**src/rtl/secure_decoder_pkg.sv**
```systemverilog
// ---------------------------------------------------------------------------
// secure_decoder_pkg
// Constants shared by the security encrypt/decrypt paths.
//   KEY_DEFAULT         : access key expected with every word
//   INV3                : multiplicative inverse of 3 modulo 2^32
//   SUB_K, XOR_K, ADD_K : the same constants the encryptor applies
//   lock_state_t        : states of the key-failure lockout FSM
// ---------------------------------------------------------------------------
package secure_decoder_pkg;

   localparam logic [15:0] KEY_DEFAULT = 16'h0032;
   localparam logic [31:0] INV3        = 32'hAAAAAAAB;
   localparam logic [31:0] SUB_K       = 32'd9;
   localparam logic [31:0] XOR_K       = 32'd2;
   localparam logic [31:0] ADD_K       = 32'd3;

   typedef enum logic [0:0] {
      OPEN   = 1'b0,
      LOCKED = 1'b1
   } lock_state_t;

endpackage

```
**src/rtl/secure_decoder_lockout.sv**
```systemverilog
// ---------------------------------------------------------------------------
// secure_decoder_lockout
// Tracks consecutive bad-key words and, once LOCK_LIMIT of them have been
// accepted in a row, holds the decoder input closed for LOCK_CYCLES cycles.
// Ports:
//   clk, rst  : clock, synchronous active-high reset
//   accept    : a word is accepted this cycle
//   bad_key   : the accepted word carries a wrong key (qualified by accept)
//   locked    : lockout active (high exactly while in LOCKED)
// ---------------------------------------------------------------------------
module secure_decoder_lockout
   import secure_decoder_pkg::*;
#(
   parameter int LOCK_LIMIT  = 3,
   parameter int LOCK_CYCLES = 16
) (
   input  logic clk,
   input  logic rst,
   input  logic accept,
   input  logic bad_key,
   output logic locked
);

   localparam int CNT_BITS = $clog2(LOCK_LIMIT + 1);
   localparam int CNT_W    = (CNT_BITS < 2) ? 2 : CNT_BITS;
   localparam int TMR_W    = (LOCK_CYCLES > 1) ? $clog2(LOCK_CYCLES) : 1;

   localparam logic [CNT_W-1:0] LIMIT_M1 = CNT_W'(LOCK_LIMIT - 1);
   localparam logic [TMR_W-1:0] TMR_LAST = TMR_W'(LOCK_CYCLES - 1);

   localparam logic [0:0] S_OPEN   = 1'(OPEN);
   localparam logic [0:0] S_LOCKED = 1'(LOCKED);

   logic [0:0]       state_reg, state_next;
   logic [CNT_W-1:0] cnt_reg,   cnt_next;
   logic [TMR_W-1:0] timer_reg, timer_next;

   always_comb begin
      state_next = state_reg;
      cnt_next   = cnt_reg;
      timer_next = timer_reg;
      case (state_reg)
         S_OPEN: begin
            if (accept) begin
               if (bad_key) begin
                  cnt_next = cnt_reg + CNT_W'(1);
                  // The word that reaches the limit is still accepted;
                  // the input closes from the following cycle.
                  if (cnt_reg == LIMIT_M1) begin
                     state_next = S_LOCKED;
                     timer_next = '0;
                  end
               end else begin
                  cnt_next = '0;
               end
            end
         end
         default: begin
            // Timer runs every cycle, independent of output stalls.
            if (timer_reg == TMR_LAST) begin
               state_next = S_OPEN;
               timer_next = '0;
               cnt_next   = '0;
            end else begin
               timer_next = timer_reg + TMR_W'(1);
            end
         end
      endcase
   end

   always_ff @(posedge clk) begin
      if (rst) begin
         state_reg <= S_OPEN;
         cnt_reg   <= '0;
         timer_reg <= '0;
      end else begin
         state_reg <= state_next;
         cnt_reg   <= cnt_next;
         timer_reg <= timer_next;
      end
   end

   assign locked = (state_reg == S_LOCKED);

endmodule

```
**src/rtl/secure_decoder.sv**
```systemverilog
// ---------------------------------------------------------------------------
// secure_decoder
// Streaming decryption engine: x = (((y * INV3) - 9) ^ 2) + 3 mod 2^32,
// carried through a 3-stage valid/ready pipeline with a key-failure lockout.
// Ports:
//   clk, rst             : clock, synchronous active-high reset
//   in_valid / in_ready  : input handshake
//   in_data, in_key      : ciphertext word and the key sampled with it
//   bypass               : pass the word unchanged (sampled with the word)
//   out_valid / out_ready: output handshake
//   out_data, out_err    : plaintext, bad-key flag (out_data = 0 when set)
//   locked               : lockout active
// ---------------------------------------------------------------------------
module secure_decoder
   import secure_decoder_pkg::*;
#(
   parameter int          DATA_W      = 32,
   parameter logic [15:0] KEY         = KEY_DEFAULT,
   parameter int          LOCK_LIMIT  = 3,
   parameter int          LOCK_CYCLES = 16
) (
   input  logic              clk,
   input  logic              rst,
   input  logic              in_valid,
   output logic              in_ready,
   input  logic [DATA_W-1:0] in_data,
   input  logic [15:0]       in_key,
   input  logic              bypass,
   output logic              out_valid,
   input  logic              out_ready,
   output logic [DATA_W-1:0] out_data,
   output logic              out_err,
   output logic              locked
);

   localparam logic [DATA_W-1:0] INV3_W  = DATA_W'(INV3);
   localparam logic [DATA_W-1:0] SUB_K_W = DATA_W'(SUB_K);
   localparam logic [DATA_W-1:0] XOR_K_W = DATA_W'(XOR_K);
   localparam logic [DATA_W-1:0] ADD_K_W = DATA_W'(ADD_K);

   logic              s1_valid_reg, s2_valid_reg, s3_valid_reg;
   logic [DATA_W-1:0] s1_data_reg,  s2_data_reg,  out_data_reg;
   logic              s1_bad_reg,   s2_bad_reg,   out_err_reg;
   logic              s1_byp_reg,   s2_byp_reg;

   logic en;
   logic accept;
   logic bad_key;

   // One enable for all stages: the pipe moves whenever the output slot is
   // free or being consumed, so a stall freezes every stage at once.
   assign en       = !s3_valid_reg || out_ready;
   assign in_ready = en && !locked && !rst;
   assign accept   = in_valid && in_ready;
   assign bad_key  = (in_key != KEY);

   always_ff @(posedge clk) begin
      if (rst) begin
         s1_valid_reg <= 1'b0;
         s2_valid_reg <= 1'b0;
         s3_valid_reg <= 1'b0;
         s1_data_reg  <= '0;
         s2_data_reg  <= '0;
         out_data_reg <= '0;
         s1_bad_reg   <= 1'b0;
         s2_bad_reg   <= 1'b0;
         out_err_reg  <= 1'b0;
         s1_byp_reg   <= 1'b0;
         s2_byp_reg   <= 1'b0;
      end else if (en) begin
         // Stage 1: multiply by the inverse of 3 (low word kept).
         s1_valid_reg <= accept;
         s1_data_reg  <= bypass ? in_data : in_data * INV3_W;
         s1_bad_reg   <= bad_key;
         s1_byp_reg   <= bypass;

         // Stage 2: subtract and xor; bypassed or rejected words pass as-is.
         s2_valid_reg <= s1_valid_reg;
         s2_data_reg  <= (s1_bad_reg || s1_byp_reg) ? s1_data_reg
                       : ((s1_data_reg - SUB_K_W) ^ XOR_K_W);
         s2_bad_reg   <= s1_bad_reg;
         s2_byp_reg   <= s1_byp_reg;

         // Stage 3: final add; a bad key wins over bypass and zeroes data.
         s3_valid_reg <= s2_valid_reg;
         if (s2_valid_reg) begin
            out_err_reg  <= s2_bad_reg;
            out_data_reg <= s2_bad_reg ? '0
                          : (s2_byp_reg ? s2_data_reg : s2_data_reg + ADD_K_W);
         end
      end
   end

   assign out_valid = s3_valid_reg;
   assign out_data  = out_data_reg;
   assign out_err   = out_err_reg;

   secure_decoder_lockout #(
      .LOCK_LIMIT  (LOCK_LIMIT),
      .LOCK_CYCLES (LOCK_CYCLES)
   ) u_lockout (
      .clk     (clk),
      .rst     (rst),
      .accept  (accept),
      .bad_key (bad_key),
      .locked  (locked)
   );

endmodule

```
**config.mk**
```make
export PLATFORM = sky130hd
export DESIGN_NAME = secure_decoder
export DESIGN_NICKNAME = d
export VERILOG_FILES = /design/src/rtl/secure_decoder_pkg.sv /design/src/rtl/secure_decoder_lockout.sv /design/src/rtl/secure_decoder.sv
export SDC_FILE = /design/constraint.sdc
export NUM_CORES = 1
export LEC_CHECK = 0
export ABC_AREA = 1
export CELL_PAD_IN_SITES_DETAIL_PLACEMENT = 0
export CELL_PAD_IN_SITES_GLOBAL_PLACEMENT = 1
export CORE_ASPECT_RATIO = 1.4
export CORE_MARGIN = 2
export CORE_UTILIZATION = 45
export DETAILED_ROUTE_END_ITERATION = 7
export PLACE_DENSITY = 0.88
export REMOVE_ABC_BUFFERS = 1
export SYNTH_ARGS = -nofsm -noshare
export SYNTH_HDL_FRONTEND = slang
export SYNTH_SLANG_ARGS = --single-unit
```
**constraint.sdc**
```tcl
create_clock -name clk -period 8.24 [get_ports clk]
set_clock_uncertainty 0.15 [all_clocks]
set_input_delay 0.824 -clock clk [delete_from_list [all_inputs] [get_ports clk]]
set_output_delay 0.824 -clock clk [all_outputs]
set_load 0.05 [all_outputs]
```
==> summary.md <==
| Metric | Value |
|---|---|
| Status | `completed` |
| Via count of the first global-routing pass | `13,150` |
| Share of layout cells above drive strength 1 | `3.876%` |
| Total core area | `32,210 um2` |
| Via count | `12,120` |
| Post-synth top area share | `25.19%` |
| Die X | `156.4 um` |
| DR vias/cell | `5.135` |
| Initial Util | `45.41%` |
| Synth warn | `0` |
| Post-synth ARST share | `0%` |
| Max transition margin | `36.69%` |
| Post-route ant nets | `0` |
| Critical path peak fanout | `4` |
| Crit Path Category | `input port to flip-flop` |
| First-pass GRT wire length | `68.48 mm` |
| GP Congestion | `0.9416` |
| R2R setup slack | `5.62 ns` |
| Most frequent CP cell | `fa_1` |
| MaxCap Viol Count | `0` |
| # diodes | `0` |
| Hold_buf cts | `0` |
| Post_cts resized | `0` |
| Root Driver | `clkbuf_16` |
| First DRT Iteration DRCs | `616` |
| Post-CTS setup buffers | `0` |
| Detailed Routing Iterations Pass 1 | `6` |
| Tcrit/Tclk final | `92.84%` |
| Final min period | `7.650 ns` |
| Die footprint | `33,980 um2` |
| Clk sinks | `111` |
| Ranking of synthesized cells by area | `fa_1 25%, ha_1 16%, dfxtp_1 15%, inv_1 12%, nand2_1 7.5%` |
| Initial antenna violation count | `0` |
| Mapped Cells | `1,876` |
| Slew @ Worst Pin | `0.9487 ns` |
| Yosys reg bits | `111` |
| Min-Delay Path Class | `flip-flop to flip-flop` |
| Clock Latency Late Sink | `0.36 ns` |
| Final Hold Fails | `0` |
| Longest Clk Path Bufs | `2` |
| Slew Viols, Final | `0` |
| Worst-path clk slew | `0.08 ns` |
| Crit. End Element | `flip-flop` |
| Fmax | `0.1307 GHz` |
| EDFF count, synth | `0` |
| WL final | `42.40 mm` |
| Sequential share of the synthesized area | `15.19%` |
| FP Rows | `78` |
| CTS tree | `done` |
| Largest net degree at the start of global routing | `51` |
| Setup_tns | `0 ns` |
| Cts bufs inserted | `9` |
| Req. time, crit path | `8.34 ns` |
| Die span in y | `217.3 um` |
| DR DRC count | `0` |
| Synth cell types | `55` |
| Global-route usage over all layers | `26.43%` |
| I/O pin count | `89` |
| Wire length per cell | `17.96 um` |
| Arrival @ worst endpoint | `7.75 ns` |
| Final nets | `2,377` |
| Max stage delay on crit path | `0.55 ns` |
| Slowest CP cell | `fa_1` |
| Area growth from synthesis to layout | `11.55%` |
| Post-Syn Area per Cell | `7.796 um2` |
| Filler Cell Count | `3,183` |
| Crit start category | `input port` |
| RSZ-0062 raised after global routing | `no` |
| HPWL Detailed | `36.67 mm` |
| CTS H-tree lvls | `3` |
| IO Port Bufs | `88` |
| Synth Flop Type | `dfxtp_1` |
| Syn Std Cell Area | `14,630 um2` |
| Cell taking the most area after synthesis | `fa_1` |
| Gr ovfl total | `0` |
| Final setup viols | `0` |
-- worst max-delay path, delay by kind of cell --
| family | cells | cell delay [ns] |
|---|---|---|
| xor gates and xnor gates | 1 | 0.33 |
| and+or+nand+nor | 6 | 1.41 |
| AOI/OAI and AO/OA | 4 | 0.41 |
| buffers and inverters | 5 | 0.80 |
| adders and majority gates | 9 | 3.96 |
-- routing by layer --
metal | global-route usage, % | up-vias | share of wire, % | wire (um)
met2 | 50.34 | 258 | 53 | 22570
met4 | 14.98 | 0 | 6.4 | 2712
met5 | 0 | - | 0 | 0
li1 | - | 6010 | - | -
met3 | 1.513 | 106 | 2.3 | 973
met1 | 28.65 | 5750 | 38 | 16140
-- final cells by class --
type	count	area [um2]	area share (%)
Timing Repair Buffer	107	1023	6.273
Multi-Input combinational cell	1269	10530	64.56
Clock buffer	11	232.7	1.426
Clock inverter	5	81.33	0.4985
Inverter	458	1722	10.55
Tap cell	400	500.5	3.068
Sequential cell	111	2222	13.62
-- placed cells by master, fill, tap and decap left out, types with 9 or more instances in the layout --
| cell | count |
|---|---|
| inv_1 | 452 |
| nand2_1 | 292 |
| fa_1 | 184 |
| ha_1 | 184 |
| a21oi_1 | 130 |
| nor2_1 | 113 |
| dfxtp_1 | 111 |
| o21ai_0 | 102 |
| clkdlybuf4s50_1 | 88 |
| nand3_1 | 71 |
| xor2_1 | 39 |
| nand4_1 | 20 |
| buf_4 | 19 |
| xnor2_1 | 18 |
| nor3_1 | 17 |
| o22ai_1 | 14 |
| clkbuf_16 | 9 |
-- synth_stat cells, types with 8 or more instances --
master and instances:
inv_1 452, or2_2 8, a21oi_1 130, dfxtp_1 111, xnor2_1 18, nand2_1 292, o21ai_0 102, nand4_1 20
nor3_1 17, nand3_1 71, ha_1 184, nor2_1 115, xor2_1 39, fa_1 184, clkbuf_1 31, o22ai_1 14
-- final timing paths --
path                              startpoint  cells after the start              end
worst min-delay path            s1_valid_reg                      2     s2_valid_reg
worst min register to register  s1_valid_reg                      2     s2_valid_reg
worst max-delay path              in_data[7]                     25  s1_data_reg[27]
worst max register to register     out_valid                     11     out_data[10]
-- cells by family (layout without fill, tap and decap cells) --
group,count (synthesis),after routing,share of synthesized area [%]
AND/OR/NAND/NOR,557,557,16.87
buffers and inverters,496,581,12.82
adder cells (fa/ha/maj),368,368,40.93
AO/OA/AOI/OAI,287,287,10.77
flip-flops,111,111,15.19
XOR/XNOR,57,57,3.413
-- through the flow --
step                      area (um2)  hold WS, ns  utilization, %  std cells  setup WS (ns)
final                          16310       0.3063           50.66       2361         0.5902
after floorplan                14470       0.2766               -       1838          1.689
after global routing           16310       0.3299           50.66       2361         0.4454
after global placement         16000       0.2845           49.68       2345         0.2763
after CTS                      16310       0.3078           50.66       2361         0.6620
after detailed placement       16000       0.2971           49.68       2345         0.2806
Power is not shown: default switching activity piles up to over one toggle a cycle in this logic, so the estimate is an artifact.
